$ cat src/rtl/alu_serial_ctrl.sv
// Bit-serial sequencer driving one external combinational 1-bit ALU slice, LSB first.
// Optional feature macro: ALU_SERIAL_OVF_EN adds a signed-overflow flag output (ovf).
module alu_serial_ctrl #(
    parameter int WIDTH = 8
) (
    input  logic             clk,
    input  logic             rst,
    input  logic             start,
    input  logic [1:0]       op,
    input  logic             ena,
    input  logic             enb,
    input  logic             inva,
    input  logic             cin,
    input  logic [WIDTH-1:0] a,
    input  logic [WIDTH-1:0] b,
    output logic             busy,
    output logic             done,
    output logic [WIDTH-1:0] result,
    output logic             cout,
    output logic             zero,
`ifdef ALU_SERIAL_OVF_EN
    output logic             ovf,
`endif
    output logic             sl_a,
    output logic             sl_b,
    output logic             sl_ena,
    output logic             sl_enb,
    output logic             sl_inva,
    output logic             sl_f0,
    output logic             sl_f1,
    output logic             sl_cin,
    input  logic             sl_out,
    input  logic             sl_cout
);

    localparam int CNT_W = $clog2(WIDTH) + 1;
    localparam logic [CNT_W-1:0] LAST_BIT = CNT_W'(WIDTH - 1);

    localparam logic [1:0] ST_IDLE  = 2'd0;
    localparam logic [1:0] ST_SHIFT = 2'd1;
    localparam logic [1:0] ST_DONE  = 2'd2;

    logic [1:0]       state_q, state_d;
    logic [CNT_W-1:0] cnt_q, cnt_d;
    logic [WIDTH-1:0] a_sh_q, a_sh_d;
    logic [WIDTH-1:0] b_sh_q, b_sh_d;
    logic [WIDTH-1:0] res_sh_q, res_sh_d;
    logic [WIDTH-1:0] result_q, result_d;
    logic [1:0]       op_q, op_d;
    logic             ena_q, ena_d;
    logic             enb_q, enb_d;
    logic             inva_q, inva_d;
    logic             carry_q, carry_d;
    logic             cout_q, cout_d;
    logic             zero_q, zero_d;
    logic             shifting_s;
`ifdef ALU_SERIAL_OVF_EN
    logic             ovf_q, ovf_d;
`endif

    // Next-state and datapath computation for the sequencer.
    always_comb begin
        state_d  = state_q;
        cnt_d    = cnt_q;
        a_sh_d   = a_sh_q;
        b_sh_d   = b_sh_q;
        res_sh_d = res_sh_q;
        result_d = result_q;
        op_d     = op_q;
        ena_d    = ena_q;
        enb_d    = enb_q;
        inva_d   = inva_q;
        carry_d  = carry_q;
        cout_d   = cout_q;
        zero_d   = zero_q;
`ifdef ALU_SERIAL_OVF_EN
        ovf_d    = ovf_q;
`endif
        case (state_q)
            ST_IDLE: begin
                if (start) begin
                    state_d = ST_SHIFT;
                    cnt_d   = {CNT_W{1'b0}};
                    a_sh_d  = a;
                    b_sh_d  = b;
                    op_d    = op;
                    ena_d   = ena;
                    enb_d   = enb;
                    inva_d  = inva;
                    carry_d = cin;
                end else begin
                    state_d = ST_IDLE;
                end
            end
            ST_SHIFT: begin
                // Operands shift right so bit 0 always faces the slice; result fills from the top.
                a_sh_d   = {1'b0, a_sh_q[WIDTH-1:1]};
                b_sh_d   = {1'b0, b_sh_q[WIDTH-1:1]};
                res_sh_d = {sl_out, res_sh_q[WIDTH-1:1]};
                carry_d  = sl_cout;
                cnt_d    = cnt_q + CNT_W'(1);
                if (cnt_q == LAST_BIT) begin
                    state_d  = ST_DONE;
                    result_d = {sl_out, res_sh_q[WIDTH-1:1]};
                    cout_d   = sl_cout;
                    zero_d   = ({sl_out, res_sh_q[WIDTH-1:1]} == {WIDTH{1'b0}});
`ifdef ALU_SERIAL_OVF_EN
                    // carry_q is the carry fed into the MSB during this last cycle.
                    ovf_d    = (op_q == 2'b11) ? (carry_q ^ sl_cout) : 1'b0;
`endif
                end else begin
                    state_d = ST_SHIFT;
                end
            end
            ST_DONE: begin
                state_d = ST_IDLE;
            end
            default: begin
                state_d = ST_IDLE;
            end
        endcase
    end

    // State registers with synchronous active-high reset.
    always_ff @(posedge clk) begin
        if (rst) begin
            state_q  <= ST_IDLE;
            cnt_q    <= {CNT_W{1'b0}};
            a_sh_q   <= {WIDTH{1'b0}};
            b_sh_q   <= {WIDTH{1'b0}};
            res_sh_q <= {WIDTH{1'b0}};
            result_q <= {WIDTH{1'b0}};
            op_q     <= 2'b00;
            ena_q    <= 1'b0;
            enb_q    <= 1'b0;
            inva_q   <= 1'b0;
            carry_q  <= 1'b0;
            cout_q   <= 1'b0;
            zero_q   <= 1'b1;
`ifdef ALU_SERIAL_OVF_EN
            ovf_q    <= 1'b0;
`endif
        end else begin
            state_q  <= state_d;
            cnt_q    <= cnt_d;
            a_sh_q   <= a_sh_d;
            b_sh_q   <= b_sh_d;
            res_sh_q <= res_sh_d;
            result_q <= result_d;
            op_q     <= op_d;
            ena_q    <= ena_d;
            enb_q    <= enb_d;
            inva_q   <= inva_d;
            carry_q  <= carry_d;
            cout_q   <= cout_d;
            zero_q   <= zero_d;
`ifdef ALU_SERIAL_OVF_EN
            ovf_q    <= ovf_d;
`endif
        end
    end

    // Output decode from registered state; the slice is held idle outside SHIFT.
    always_comb begin
        shifting_s = (state_q == ST_SHIFT);
        busy       = shifting_s;
        done       = (state_q == ST_DONE);
        result     = result_q;
        cout       = cout_q;
        zero       = zero_q;
`ifdef ALU_SERIAL_OVF_EN
        ovf        = ovf_q;
`endif
        if (shifting_s) begin
            sl_a    = a_sh_q[0];
            sl_b    = b_sh_q[0];
            sl_ena  = ena_q;
            sl_enb  = enb_q;
            sl_inva = inva_q;
            sl_f0   = op_q[0];
            sl_f1   = op_q[1];
            sl_cin  = carry_q;
        end else begin
            sl_a    = 1'b0;
            sl_b    = 1'b0;
            sl_ena  = 1'b0;
            sl_enb  = 1'b0;
            sl_inva = 1'b0;
            sl_f0   = 1'b0;
            sl_f1   = 1'b0;
            sl_cin  = 1'b0;
        end
    end

endmodule

$ cat config.mk
export PLATFORM = sky130hd
export DESIGN_NAME = alu_serial_ctrl
export DESIGN_NICKNAME = d
export VERILOG_FILES = /design/src/rtl/alu_serial_ctrl.sv
export SDC_FILE = /design/constraint.sdc
export NUM_CORES = 1
export LEC_CHECK = 0
export ABC_AREA = 1
export ABC_CLOCK_PERIOD_IN_PS = 1100
export CAP_MARGIN = 5
export CORE_UTILIZATION = 44
export CTS_BUF_LIST = sky130_fd_sc_hd__clkbuf_16
export CTS_CLUSTER_SIZE = 8
export DETAILED_ROUTE_END_ITERATION = 8
export GPL_ROUTABILITY_DRIVEN = 0
export PLACE_DENSITY = 0.75
export SLEW_MARGIN = 15
export SYNTH_ARGS = -nofsm -noshare
export SYNTH_HDL_FRONTEND = slang
export SYNTH_SLANG_ARGS = --single-unit
export TNS_END_PERCENT = 1
$ cat constraint.sdc
create_clock -name clk -period 1.1 [get_ports clk]
set_input_delay 0.22 -clock clk [delete_from_list [all_inputs] [get_ports clk]]
set_output_delay 0.22 -clock clk [all_outputs]
set_load 0.02 [all_outputs]
After elaboration in Yosys (flattened, before gate mapping). Index checks and enable logic that the tools add are counted.

Input bits: 27. Logic and storage cells: 43. Flip-flop bits (word level): 46. Output and inout port bits: 20.

Reductions and logical operators: 6. Add/subtract/negate cells: 1. Equality and inequality tests: 4. Mux-type cells: 19.

Operator list (number): 8-bit one-hot mux with 2 select lines (2); 8-bit 2-to-1 mux (2); 1-bit 2-to-1 mux (10); 8-bit zero test (1); 4-bit one-hot mux with 2 select lines (1); 2-bit AND reduction (3); 4-bit by 1-bit adder with 4-bit output, second input constant (1); 4-bit by 3-bit == test with 1-bit output, second input constant (1); 4-bit 2-to-1 mux (1); 2-bit one-hot mux with 2 select lines (1); 2-bit by 1-bit == test with 1-bit output, second input constant (1); 2-bit == test, second input constant (1); 2-bit zero test (1); 2-bit 2-to-1 mux (1); 2-bit != test, second input constant (1); 1-bit one-hot mux with 2 select lines (1); 2-bit nonzero test (1).

Logic depth before layout (Yosys ltp). Gate-level depths: netlist of run 1.

Word-level depth: 3. Gate-level depth with buffers: 7. Gate-level depth less buffers: 7.

Least setup slack after synthesis of run 1. No wires, ideal clock.

Kind: register to output. Start: register state_q[0]. End: output sl_a. Arrival time: 1096 ps. Setup slack: -216 ps. Data required time: 880 ps. Cell stages (with the launch flop): 5. Buffers on the path: 2. Cell sequence: dfxtp_1 nand2_4 buf_6 buf_6 nor2_1.

Cells in the longest elaborated chain, start to end: 2.

RTL lines: start: declaration (line 43) `logic [1:0] state_q, state_d;`; start signal: assignment (line 144) `state_q <= state_d;`; 2-bit by 1-bit == test with 1-bit output (line 165) `shifting_s = (state_q == ST_SHIFT);`; 1-bit 2-to-1 mux (line 174) `if (shifting_s) begin`; end: declaration (line 24) `output logic sl_a,`.

Every way passes these cells.

Worst setup path after layout of run 1.
Start: register state_q[0]. End: register a_sh_q[7].

Cells in the longest elaborated chain, start to end: 3. Elaborated cells on any way between the ends: 6. Those cells by class: eq/ne (2); mux (1); reduce/logical (3).

RTL lines: 2-bit by 1-bit == test with 1-bit output / 2-bit zero test (equally long branches) (line 79) `case (state_q)`; 2-bit nonzero test (no line) / 2-bit != test (equally long branches); 2-bit AND reduction (no line); end signal: assignment (line 129) `a_sh_q <= {WIDTH{1'b0}};`; end signal: assignment (line 146) `a_sh_q <= a_sh_d;`; end: declaration (line 45) `logic [WIDTH-1:0] a_sh_q, a_sh_d;`.

Several ways; a longest one is shown, not always the timed one. A chain may end at the register's enable or synchronous reset.

==> results.md, run 1 <==
- Status: complete, but fails checks
- Failing checks: setup timing
- Die ar.: 4810 µm²
- # diodes: 0
- Share of cells above drive strength 1: 25.9%
- Area grow syn2layout: 50.0%
- Master cell of the clock root buffer: clkbuf_16
- Combinational share of power: 20.7%
- Total GRT Usage: 22.7%
- Grt total ovfl: 0
- Area leader, netlist: dfxtp_1
- DP Area: 2680 µm²
- Pwr dens: 1330 nW/µm²
- Layout Cells excl Fill: 404
- Drt first-iter violations: 112
- Hold_buf cts: 0
- Hold crit path type: flip-flop to flip-flop
- Final worst-path setup slack: -0.240 ns
- Fmax: 0.746 GHz
- Final net count: 380
- Worst Min Path Start: zero$_SDFFE_PP1P_
- Tightest Pin Transition: 0.233 ns
- CTS HTree Levels: 2
- Vias in the first global route: 1,979
- IO Pins: 47
- Clock Sink Count: 45
- Worst slack, placed: -0.419 ns
- Via density: 4.89
- Max-Cap Viols: 0
- Mapped Cells: 281
- Detailed placement HPWL: 3.15 mm
- Final Instance Area: 2990 µm²
- VDD IR max: 1.16 mV
- RSZ-0062 raised after global routing: true
- Final Cycle Share: 122%
- Final Hold Fails: 0
- # DRC: 0
- Largest net degree at the start of global routing: 22
- Final Core Density: 68.7%
- Crit end category: flip-flop
- Post-synthesis sequential area ratio: 45.1%
- WL final: 5.19 mm
- Internal power: 2.94 mW
- Max-slew violations: 0
- Syn Area/Cell: 7.10 µm²
- Dpl cells: 388
- Setup Viol. Count Final: 52
- Clk buf depth: 2
- Commonest non-fill, non-tap cell in the layout: nand2_1
- Clk pwr share: 34.6%
- Critical path fanouts, max: 6
- Antenna violations before repair: 0
- Sw frac: 25.9%
- Min cycle time layout: 1.34 ns
- Max_slew headroom: 84.3%
- P_sw: 1.03 mW
- Leakage: 1.34 nW
- Clock slew at reported path FFs: 0.06 ns
- CP Data Arrival Time: 1.55 ns
- Latest clock arrival within the worst-skew pair: 0.28 ns
- Critical Path Source Type: flip-flop
- PnR Total Power: 3.97 mW
- Most frequent cells in the layout: 58 x nand2_1, 43 x dfxtp_1, 41 x nor2_1, 34 x inv_1, 26 x clkdlybuf4s50_1
- Avg WL per Cell: 12.8 µm
- Post-route ant nets: 0
- First-pass GRT wire length: 8.81 mm
- Synth unique cells: 21
- Critical R2R Launch: state_q[0]$_SDFF_PP0_
- Synthesized area: 2000 µm²
- Yosys reg bits: 45
- Post-synth top area share: 45.1%
- Port Buffers: 46
- WS Path Type: flip-flop to flip-flop
- Die X: 69.3 µm
- Syn_nets: 309
- Initial cell density of the core: 45.8%
- Largest cells by area after synthesis: dfxtp_1 45%, nand2_1 12%, nor2_1 9.4%, inv_1 6.4%, a21oi_1 4.5%
- Core area: 4350 µm²
- Row count: 24
- Vias: 1,975
- DRT Pass-1 Iters: 4
- CTS tree: yes
- Reg2Reg Setup Slack: -0.24 ns
- Die height: 69.3 µm
- CP required: 1.31 ns
- Layout Skew: 0.00346 ns
- Setup crit start: state_q[0]$_SDFF_PP0_
- Flop pwr share: 44.8%
- YS warnings: 0
- CTS buffer count: 5
kinds of logic after synthesis:
family	count (synthesis)	share of synthesized area [%]
compound gates	54	15.0
simple gates	132	27.1
fa+ha+maj	1	0.627
buf+inv	49	12.2
flops	45	45.1
layer usage:
layer	GRT usage (%)	vias up	part of all wire (%)
met3	5.52	10	4.4
met1	26.9	892	44
met5	0	-	0
li1	-	1020	-
met2	40.0	53	50
met4	7.26	0	1.6
final cells by class:
class | count | area (µm²)
Clock buffer | 5 | 125
Clock inverter | 2 | 7.51
Fill cell | 345 | 1360
Inverter | 35 | 135
Multi-Input combinational cell | 188 | 986
Sequential cell | 45 | 906
Tap cell | 52 | 65.1
Timing Repair Buffer | 77 | 768
synth_stat cells, drive strengths merged:
cell and count:
a211oi 1, a21oi 18, buf 13, clkbuf 1, clkinv 1, dfxtp 45, ha 1, inv 34
nand2 66, nand3 14, nand4 1, nor2 51, o21ai 35
path summary, 6_finish.rpt:
check                                               to  cells after the start
worst max register to register  a_sh_q[7]$_SDFFE_PP0P_                      7
worst min register to register       zero$_SDFFE_PP1P_                      2
worst min-delay path                 zero$_SDFFE_PP1P_                      2
worst max-delay path            a_sh_q[7]$_SDFFE_PP0P_                      7
critical path, cell delays in order (launching register included):
cell,delay [ns]
dfxtp_4,0.39
buf_6,0.13
buf_6,0.11
o21ai_4,0.20
buf_6,0.14
buf_12,0.11
nand2_1,0.07
a21oi_2,0.13
per-stage QoR:
step                      hold WS (ns)  TNS, ns
after detailed placement         0.460   -13.36
after global placement           0.450   -12.27
after CTS                        0.467    -7.75
after floorplan                  0.363   -0.147
after global routing             0.501   -11.27
final                            0.472    -8.30
power groups by stage:
| stage | combinational [mW] | sequential (mW) | clock, mW |
|---|---|---|---|
| 2_1_floorplan | 0.444 | 1.80 | 0 |
| 3_3_place_gp | 0.654 | 1.80 | 0 |
| 3_5_place_dp | 0.668 | 1.80 | 0 |
| 4_1_cts | 0.796 | 1.78 | 1.39 |
| 5_1_grt | 0.898 | 1.79 | 1.47 |
| 6_report | 0.820 | 1.78 | 1.37 |
timing repair:
item / in CTS / in global routing
gates resized for setup: 119 / 16
pin swaps: 12 / 2
gates cloned: 4 / 0
buffers inserted: 5 / 0
setup endpoints to repair: 65 / 61
registers in the layout, indices dropped and copies added, names as in the netlist:
register / flops
b_sh_q: 8
op_q: 2
inva_q: 1
carry_q: 1
cnt_q: 4
res_sh_q: 7
ena_q: 1
state_q: 2
zero: 1
result: 8
cout: 1
a_sh_q: 8
enb_q: 1
(Power assumes the default switching activity.)
==> inputs of run 2 (changes only) <==
- GPL_TIMING_DRIVEN: unset -> 0
==> results.md, run 2 (same netlist as run 1, synthesis figures left out) <==
- Fin Setup TNS: -4.22 ns (+4.08 ns)
- Hold path endpoint: state_q[0]$_SDFF_PP0_
- Combinational share of power: 18.8% (-1.9 points)
- CTS tree: yes
- Die X: 69.3 µm (unchanged)
- Drt first-iter violations: 110 (-1.8%)
- Max-slew violations: 0 (unchanged)
- Die ar.: 4810 µm² (unchanged)
- Critical Path Source Type: flip-flop
- Hold crit path type: input port to flip-flop
- Hold_buf cts: 0 (unchanged)
- Total GRT Usage: 20.7% (-2.0 points)
- Filler cells: 391 (+13%)
- Initial cell density of the core: 45.8% (unchanged)
- Clk buf depth: 2 (unchanged)
- # diodes: 0 (unchanged)
- Vias in the first global route: 1,754 (-11%)
- Most frequent cells in the layout: 62 x nand2_1, 41 x nor2_1, 41 x dfxtp_1, 34 x inv_1, 25 x clkdlybuf4s50_1
- Grt total ovfl: 0 (unchanged)
- Critical R2R Launch: state_q[0]$_SDFF_PP0_
- CP Data Arrival Time: 1.13 ns (-0.42 ns)
- Sw frac: 26.2% (+0.28 points)
- Internal power: 2.88 mW (-2.1%)
- Final Hold Fails: 0 (unchanged)
- Latest clock arrival within the worst-skew pair: 0.28 ns (about the same)
- Worst slack, placed: -0.610 ns (-0.191 ns)
- Clock Sink Count: 45 (unchanged)
- Max-Cap Viols: 0 (unchanged)
- Setup Viol. Count Final: 38 (-27%)
- Flop pwr share: 45.4% (+0.6 points)
- Final net count: 367 (-3.4%)
- Share of cells above drive strength 1: 23.2% (-2.6 points)
- Hold depth: 2 (unchanged)
- Die height: 69.3 µm (unchanged)
- Commonest non-fill, non-tap cell in the layout: nand2_1
- Antenna violations before repair: 0 (unchanged)
- Largest net degree at the start of global routing: 14 (-36%)
- Worst stage delay on the critical path: 0.33 ns (-0.06 ns)
- Critical path fanouts, max: 5 (-1)
- Reg2reg end: b_sh_q[7]$_SDFFE_PP0P_
- Row count: 24 (unchanged)
- Post-route ant nets: 0 (unchanged)
- First-pass GRT wire length: 8.00 mm (-9.2%)
- Crit-path slowest cell: dfxtp_2
- Avg WL per Cell: 12.1 µm (-5.7%)
- Leakage: 1.26 nW (-6.2%)
- Status: complete, but fails checks
- Clk pwr share: 35.8% (+1.2 points)
- Master cell of the clock root buffer: clkbuf_16
- # DRC: 0 (unchanged)
- Failing checks: setup timing
- Hold Slack: 0.207 ns (-0.265 ns)
- Final Cycle Share: 122% (+0.59 points)
- Final Core Density: 65.0% (-3.8 points)
- Detailed placement HPWL: 3.08 mm (-2.4%)
- Fmax: 0.743 GHz (-0.48%)
- Crit-path cells: inv_4, nand2_8, buf_12, nor2_4, buf_6
- CTS buffer count: 5 (unchanged)
- Port Buffers: 45 (-2.2%)
- DRT Pass-1 Iters: 4 (unchanged)
- CTS HTree Levels: 2 (unchanged)
- Crit end category: output port
- IO Pins: 47 (unchanged)
- WL final: 4.75 mm (-8.5%)
- Worst Reg-to-Reg Cells: 5 (-2)
- Area grow syn2layout: 41.8%
- Max_slew headroom: 69.6% (-15 points)
- Worst Min Path Start: rst
- VDD IR max: 0.984 mV (-15%)
- Core area: 4350 µm² (unchanged)
- Layout Skew: 0.00322 ns (-0.000246 ns)
- Vias: 1,894 (-4.1%)
- P_sw: 1.02 mW (-0.68%)
- RSZ-0062 raised after global routing: true
- Tightest Pin Transition: 0.456 ns (+0.223 ns)
- Pwr dens: 1380 nW/µm² (+3.9%)
- Final worst-path setup slack: -0.246 ns (-0.00649 ns)
- CP required: 0.88 ns (-0.43 ns)
- WS Path Type: flip-flop to output port
- Clock slew at reported path FFs: 0.06 ns (about the same)
- Via density: 4.83 (-1.2%)
- PnR Total Power: 3.90 mW (-1.7%)
- Min cycle time layout: 1.35 ns (+0.00649 ns)
- Reg2Reg Setup Slack: -0.12 ns (+0.12 ns)
==> run 2: cell count changes in the layout (fill, tap and decap cells not counted), moves of 4 or more <==
cell     delta
buf_6       -4
nand2_1     +4
nand2_2     -4
buf_4       -7
==> run 2: critical path, delay by kind of cell (launching register included) <==
kind,cells,cell delay [ns]
buf+inv,3,0.35
flops,1,0.33
simple gates,2,0.16
==> run 2: routing by layer <==
| metal | vias up | global-route usage (%) | share of wire, % | routed length, µm |
|---|---|---|---|---|
| met2 | 49 | 33.4 | 49 | 2330 |
| met1 | 846 | 27.1 | 45 | 2130 |
| met5 | - | 0 | 0 | 0 |
| li1 | 995 | - | - | - |
| met4 | 0 | 6.12 | 0.72 | 34 |
| met3 | 4 | 5.23 | 5.4 | 255 |
==> run 2: per-stage QoR <==
stage | instance area [µm²] | std cells
3_5_place_dp | 2590 | 378
5_1_grt | 2830 | 392
3_3_place_gp | 2590 | 378
6_report | 2830 | 392
4_1_cts | 2830 | 392
2_1_floorplan | 2070 | 281
==> run 2: final cells by class <==
cell class	instances	area, µm²	share of cell area, %
inverter	35	139	4.91
timing repair buffer	52	482	17.0
sequential	45	913	32.3
multi-input combinational	187	976	34.5
buffer	13	118	4.16
tap	52	65.1	2.30
clock buffer	5	125	4.42
clock inverter	3	11.3	0.398
==> run 2: power groups by stage <==
stage | Combinational (mW) | Clock [mW] | Sequential, mW
final | 0.731 | 1.40 | 1.77
after global routing | 0.811 | 1.47 | 1.78
after CTS | 0.715 | 1.40 | 1.77
after detailed placement | 0.649 | 0 | 1.81
after global placement | 0.638 | 0 | 1.80
after floorplan | 0.444 | 0 | 1.80
==> run 2: worst max-delay path by stage <==
stage          endpoint  cells after the start  slack [ns]             startpoint
2_1_floorplan      sl_a                      5       -0.03  state_q[1]$_SDFF_PP0_
3_3_place_gp       sl_a                      6       -0.61  state_q[1]$_SDFF_PP0_
3_5_place_dp       sl_a                      6       -0.61  state_q[1]$_SDFF_PP0_
6_report         sl_cin                      5       -0.25  state_q[1]$_SDFF_PP0_
4_1_cts            sl_b                      5       -0.23  state_q[1]$_SDFF_PP0_
5_1_grt            sl_b                      5       -0.30  state_q[1]$_SDFF_PP0_
==> run 2: timing repair <==
action,in CTS,in global routing
setup endpoints to repair,48,60
resized for setup,115,21
pin swaps,7,3
buffers inserted,6,0
cloned,1,0
==> inputs of run 3 (changes only) <==
- SKIP_LAST_GASP: unset -> 1
==> results.md, run 3 (same netlist as run 1, synthesis figures left out) <==
- VDD IR max: 0.973 mV (-1.2%)
- Commonest non-fill, non-tap cell in the layout: nand2_1
- Crit-path slowest cell: dfxtp_2
- Reg2reg end: a_sh_q[1]$_SDFFE_PP0P_
- Clk buf depth: 2 (unchanged)
- Pwr dens: 1380 nW/µm² (-0.22%)
- First-pass GRT wire length: 7.79 mm (-2.6%)
- Final worst-path setup slack: -0.230 ns (+0.0159 ns)
- Hold_buf cts: 0 (unchanged)
- DRT Pass-1 Iters: 4 (unchanged)
- Latest clock arrival within the worst-skew pair: 0.28 ns (about the same)
- Clk pwr share: 35.8% (about the same)
- Vias: 1,862 (-1.7%)
- CTS tree: yes
- Row count: 24 (unchanged)
- Largest net degree at the start of global routing: 14 (unchanged)
- Tightest Pin Transition: 0.401 ns (-0.0546 ns)
- CP Data Arrival Time: 1.11 ns (-0.02 ns)
- Critical path fanouts, max: 5 (unchanged)
- Status: complete, but fails checks
- Master cell of the clock root buffer: clkbuf_16
- Share of cells above drive strength 1: 17.0% (-6.2 points)
- Die X: 69.3 µm (unchanged)
- IO Pins: 47 (unchanged)
- Worst slack, placed: -0.610 ns (unchanged)
- WL final: 4.60 mm (-3.2%)
- Via density: 4.74 (-1.9%)
- Internal power: 2.87 mW (-0.51%)
- Core area: 4350 µm² (unchanged)
- Total GRT Usage: 20.1% (-0.56 points)
- DP Area: 2590 µm² (unchanged)
- WS Path Type: flip-flop to output port
- Reg2Reg Setup Slack: -0.16 ns (-0.04 ns)
- Combinational share of power: 18.2% (-0.6 points)
- Sw frac: 25.5% (-0.64 points)
- Layout Skew: 0.00463 ns (+0.00141 ns)
- Initial cell density of the core: 45.8% (unchanged)
- Hold Slack: 0.193 ns (-0.0142 ns)
- Max-Cap Viols: 0 (unchanged)
- Max-slew violations: 0 (unchanged)
- PnR Total Power: 3.85 mW (-1.4%)
- CTS buffer count: 5 (unchanged)
- Most frequent cells in the layout: 63 x nand2_1, 42 x dfxtp_1, 41 x nor2_1, 35 x inv_1, 25 x clkdlybuf4s50_1
- Fmax: 0.752 GHz (+1.2%)
- Detailed placement HPWL: 3.08 mm (unchanged)
- Post-route ant nets: 0 (unchanged)
- Final net count: 368 (+0.27%)
- Critical R2R Launch: state_q[0]$_SDFF_PP0_
- Leakage: 1.27 nW (+0.65%)
- CTS HTree Levels: 2 (unchanged)
- P_sw: 0.981 mW (-3.8%)
- RSZ-0062 raised after global routing: true
- Worst Reg-to-Reg Cells: 6 (+1)
- Avg WL per Cell: 11.7 µm (-3.4%)
- Antenna violations before repair: 0 (unchanged)
- # diodes: 0 (unchanged)
- Hold crit path type: input port to flip-flop
- Failing checks: setup timing
- Clock slew at reported path FFs: 0.06 ns (about the same)
- Area grow syn2layout: 40.1%
- CP required: 0.88 ns (about the same)
- Crit-path cells: inv_4, nand2_8, buf_12, nor2_4, buf_6
- Min cycle time layout: 1.33 ns (-0.0159 ns)
- Final Hold Fails: 0 (unchanged)
- Worst stage delay on the critical path: 0.32 ns (about the same)
- Max_slew headroom: 73.3% (+3.6 points)
- Final Instance Area: 2800 µm² (-1.1%)
- Setup crit start: state_q[1]$_SDFF_PP0_
- Critical Path Source Type: flip-flop
- Setup Viol. Count Final: 62 (+63%)
- Die height: 69.3 µm (unchanged)
- Drt first-iter violations: 104 (-5.5%)
- Final Cycle Share: 121% (-1.4 points)
- # DRC: 0 (unchanged)
- Grt total ovfl: 0 (unchanged)
- Crit end category: output port
- Clock Sink Count: 45 (unchanged)
- Flop pwr share: 46.0% (+0.6 points)
- Die ar.: 4810 µm² (unchanged)
- Vias in the first global route: 1,741 (-0.74%)
- Critical path destination: sl_cin
- Port Buffers: 45 (unchanged)
[run 3: cell types whose count changed in the layout (fill, tap and decap cells not counted), sizes merged]
cell,change
buf,-9
dlygate4sd2,+10
[run 3: worst min path at each step]
| stage | from | endpoint | slack, ns | depth (start not counted) |
|---|---|---|---|---|
| finish | rst | state_q[0]$_SDFF_PP0_ | 0.19 | 2 |
| global route | rst | state_q[0]$_SDFF_PP0_ | 0.22 | 2 |
| CTS | rst | state_q[0]$_SDFF_PP0_ | 0.20 | 2 |
| detailed placement | a_sh_q[7]$_SDFFE_PP0P_ | a_sh_q[7]$_SDFFE_PP0P_ | 0.47 | 2 |
| global placement | b_sh_q[7]$_SDFFE_PP0P_ | b_sh_q[7]$_SDFFE_PP0P_ | 0.45 | 2 |
| floorplan | a[7] | a_sh_q[7]$_SDFFE_PP0P_ | 0.36 | 2 |
[run 3: critical path, delay by kind of cell, from the launching register on]
family | cells | cell delay, ns
flip-flops | 1 | 0.32
buffers and inverters | 3 | 0.34
AND/OR/NAND/NOR | 2 | 0.16
[run 3: final cells by class]
class                   count  area, µm²
plain buffers              13        108
clock buffers               5        125
clock inverters             3       11.3
fillers                   391       1560
inverters                  35        139
multi-input cells         187        923
flip-flops and latches     45        907
well taps                  52       65.1
repair buffers             53        518
[run 3: per-stage QoR]
step	setup TNS [ns]	util [%]	instances
global route	-11.68	64.2	393
floorplan	-0.147	-	281
CTS	-8.06	64.0	392
finish	-7.21	64.2	393
global placement	-15.09	59.5	378
detailed placement	-15.36	59.5	378
[run 3: repair_timing]
item	in CTS	in global routing
buffers inserted	6	1
pin swaps	2	1
endpoints found under the setup margin	48	64
resized for setup	71	1
gates cloned	1	0
[run 3: power by group through the flow]
stage	logic, mW	registers (mW)	clock network [mW]
6_report	0.699	1.77	1.38
5_1_grt	0.780	1.78	1.46
4_1_cts	0.701	1.77	1.40
3_5_place_dp	0.649	1.81	0
3_3_place_gp	0.638	1.80	0
2_1_floorplan	0.444	1.80	0
[run 3: metal layers]
| metal | track usage (%) | wire [µm] | vias to the layer above |
|---|---|---|---|
| li1 | - | - | 994 |
| met1 | 25.9 | 2040 | 807 |
| met2 | 32.9 | 2200 | 51 |
| met4 | 6.12 | 87 | 0 |
| met5 | 0 | 0 | - |
| met3 | 5.23 | 276 | 10 |
==> edit, RTL diff (settings of run 1) <==
Reset style: asynchronous (`rst`), changed in one clocked block. Comments in the files are not updated.
--- a/src/rtl/alu_serial_ctrl.sv
+++ b/src/rtl/alu_serial_ctrl.sv
@@ -124,3 +124,3 @@
     // State registers with synchronous active-high reset.
-    always_ff @(posedge clk) begin
+    always_ff @(posedge clk or posedge rst) begin
         if (rst) begin
Formal check against the unedited RTL: differs if rst is asserted again (counterexample within 4 cycles, from zero or initial values and one cycle with rst high); with rst held inactive, the same outputs for 10 cycles.
==> edit against run 1 <==
The flow still finishes with violations (negative setup slack). Die area rose by 3.2%. Sequential cell count stayed put. Final area up 1.5%. Sequential share of layout area grew 6.9 points. Wire length fell by 12%. Utilization rose by 0.057 points. Worst setup slack lost 43 ps. Critical endpoint is now sl_ena. Via count shrank 4.8%. Synthesized area up 3.3%.
Power is not compared: it rests on default switching activity, and its combinational part moved more than twofold at a synthesized area within 25%.
==> edit: results (changes against run 1) <==
| Metric | Value |
|---|---|
| Outcome | `finished, violations left` |
| Violated checks | `negative setup slack` |
| Endpoints failing setup | `47 (-9.6%)` |
| Die area | `0.004961 mm² (+3.2%)` |
| Worst hold path class | `input pin to asynchronous set/reset pin` |
| Post-DR wirelength/cell | `11.89 µm (-7.5%)` |
| Slew headroom | `69.88% (-14 points)` |
| Multi-In Gates | `183 (-2.7%)` |
| Worst R2R Start | `state_q[0]$_DFF_PP0_` |
| # H-tree levels | `2 (unchanged)` |
| Routed wl met3 | `191 µm (-17%)` |
| Largest net degree at the start of global routing | `27 (+23%)` |
| Reg2reg end | `result[5]$_DFFE_PP0P_` |
| GR Util All Layers | `20.15% (-2.5 points)` |
| Post-synthesis sequential area ratio | `54.71% (+9.6 points)` |
| Final worst setup slack | `-282.8 ps (-43.01 ps)` |
| Share of layout cells above drive strength 1 | `27.25% (+1.4 points)` |
| Synthesized instance count | `261 (-7.1%)` |
| Placed cell areas | `0.002706 mm² (+1.0%)` |
| Post-synth top cells | `nand2_1, dfrtp_1, inv_1, nor2_1, o21ai_0` |
| Via count | `1,881 (-4.8%)` |
| Pre-CTS setup slack | `-505.6 ps (-86.60 ps)` |
| Global-route met3 utilization | `5.772% (+0.25 points)` |
| Distinct cell type count after synthesis | `18 (-14%)` |
| Met1 GRT Util | `23.56% (-3.3 points)` |
| Vias in the first global route | `1,865 (-5.8%)` |
| First-pass GRT wire length | `7886 µm (-10%)` |
| WHS | `319.9 ps (-152.4 ps)` |
| Crit path max fanout | `7 (+1)` |
| Buffers, non-clock | `76 (-1.3%)` |
| Fillcell total | `360 (+4.3%)` |
| Worst R2R Path Depth | `8 (+1)` |
| Buffering overhead | `24.15% (-1.5 points)` |
| Routed wl met2 | `2335 µm (-10%)` |
| Clk_skew | `3.238 ps (-0.2248 ps)` |
| Dpl hpwl | `3036 µm (-3.7%)` |
| Ranking of synthesized cells by area | `dfrtp_1, nand2_1, inv_1, nor2_1, o21ai_2` |
| Via density | `4.873 (-0.32%)` |
| Clock buf/inv share | `4.697% (+0.27 points)` |
| Non-clock inverters | `22 (-37%)` |
| Multi-input logic area | `879.6 µm² (-11%)` |
| Reg-to-reg setup timing slack | `-230 ps` |
| Met2 Usage GRT | `34.50% (-5.5 points)` |
| Initial detailed-routing violation count | `49 (-56%)` |
| Placed cell count | `370 (-4.6%)` |
| Async set-reset flop share out of synthesis | `100.0% (+100 points)` |
| Prevailing post-synth register cell | `dfrtp_1` |
| Met1 Routed Length | `1999 µm (-12%)` |
edit: cell count changes after synthesis, moves of 4 or more:
cell / delta
nor2_1: -29
buf_2: +4
a21oi_1: -13
o21ai_1: -15
dfxtp_1: -45
inv_1: -13
o21ai_2: +4
nand2_1: +65
nand3_1: -10
buf_4: -4
dfrtp_1: +44
edit: power groups by stage:
stage	Clock (W)	Combinational, W	Sequential (W)
2_1_floorplan	0	0.00222	0.00300
6_report	0.00144	0.00478	0.00282
3_5_place_dp	0	0.00399	0.00281
4_1_cts	0.00148	0.00419	0.00280
3_3_place_gp	0	0.00387	0.00280
5_1_grt	0.00154	0.00530	0.00291
edit: what timing repair did:
action | in CTS | in global routing
hold buffers | 0 | 0
pin swaps | 0 | 2
setup buffers | 3 | 5
gates resized for setup | 117 | 32
endpoints found under the setup margin | 65 | 56
edit: cells by family (layout without fill, tap and decap cells):
group                    after synthesis  in the layout  share of synthesized area (%)
AO/OA/AOI/OAI                         25             25                          7.528
flip-flops                            45             45                          54.71
AND/OR/NAND/NOR                      157            157                          29.57
adder cells (fa/ha/maj)                1              1                         0.6071
buffers and inverters                 33            106                          7.590
edit: how the worst max path moves through the flow:
| stage | depth (start not counted) | endpoint | startpoint |
|---|---|---|---|
| final | 5 | sl_ena | state_q[1]$_DFF_PP0_ |
| after CTS | 5 | sl_b | state_q[1]$_DFF_PP0_ |
| after detailed placement | 5 | sl_f0 | state_q[1]$_DFF_PP0_ |
| after global placement | 5 | sl_inva | state_q[1]$_DFF_PP0_ |
| after global routing | 5 | sl_b | state_q[1]$_DFF_PP0_ |
| after floorplan | 4 | sl_a | state_q[1]$_DFF_PP0_ |
edit: worst max-delay path, stage by stage (launching register included):
cell	delay [ps]
dfrtp_1	390
inv_2	80
nand2_4	60
buf_12	150
nor2_4	80
buf_6	120
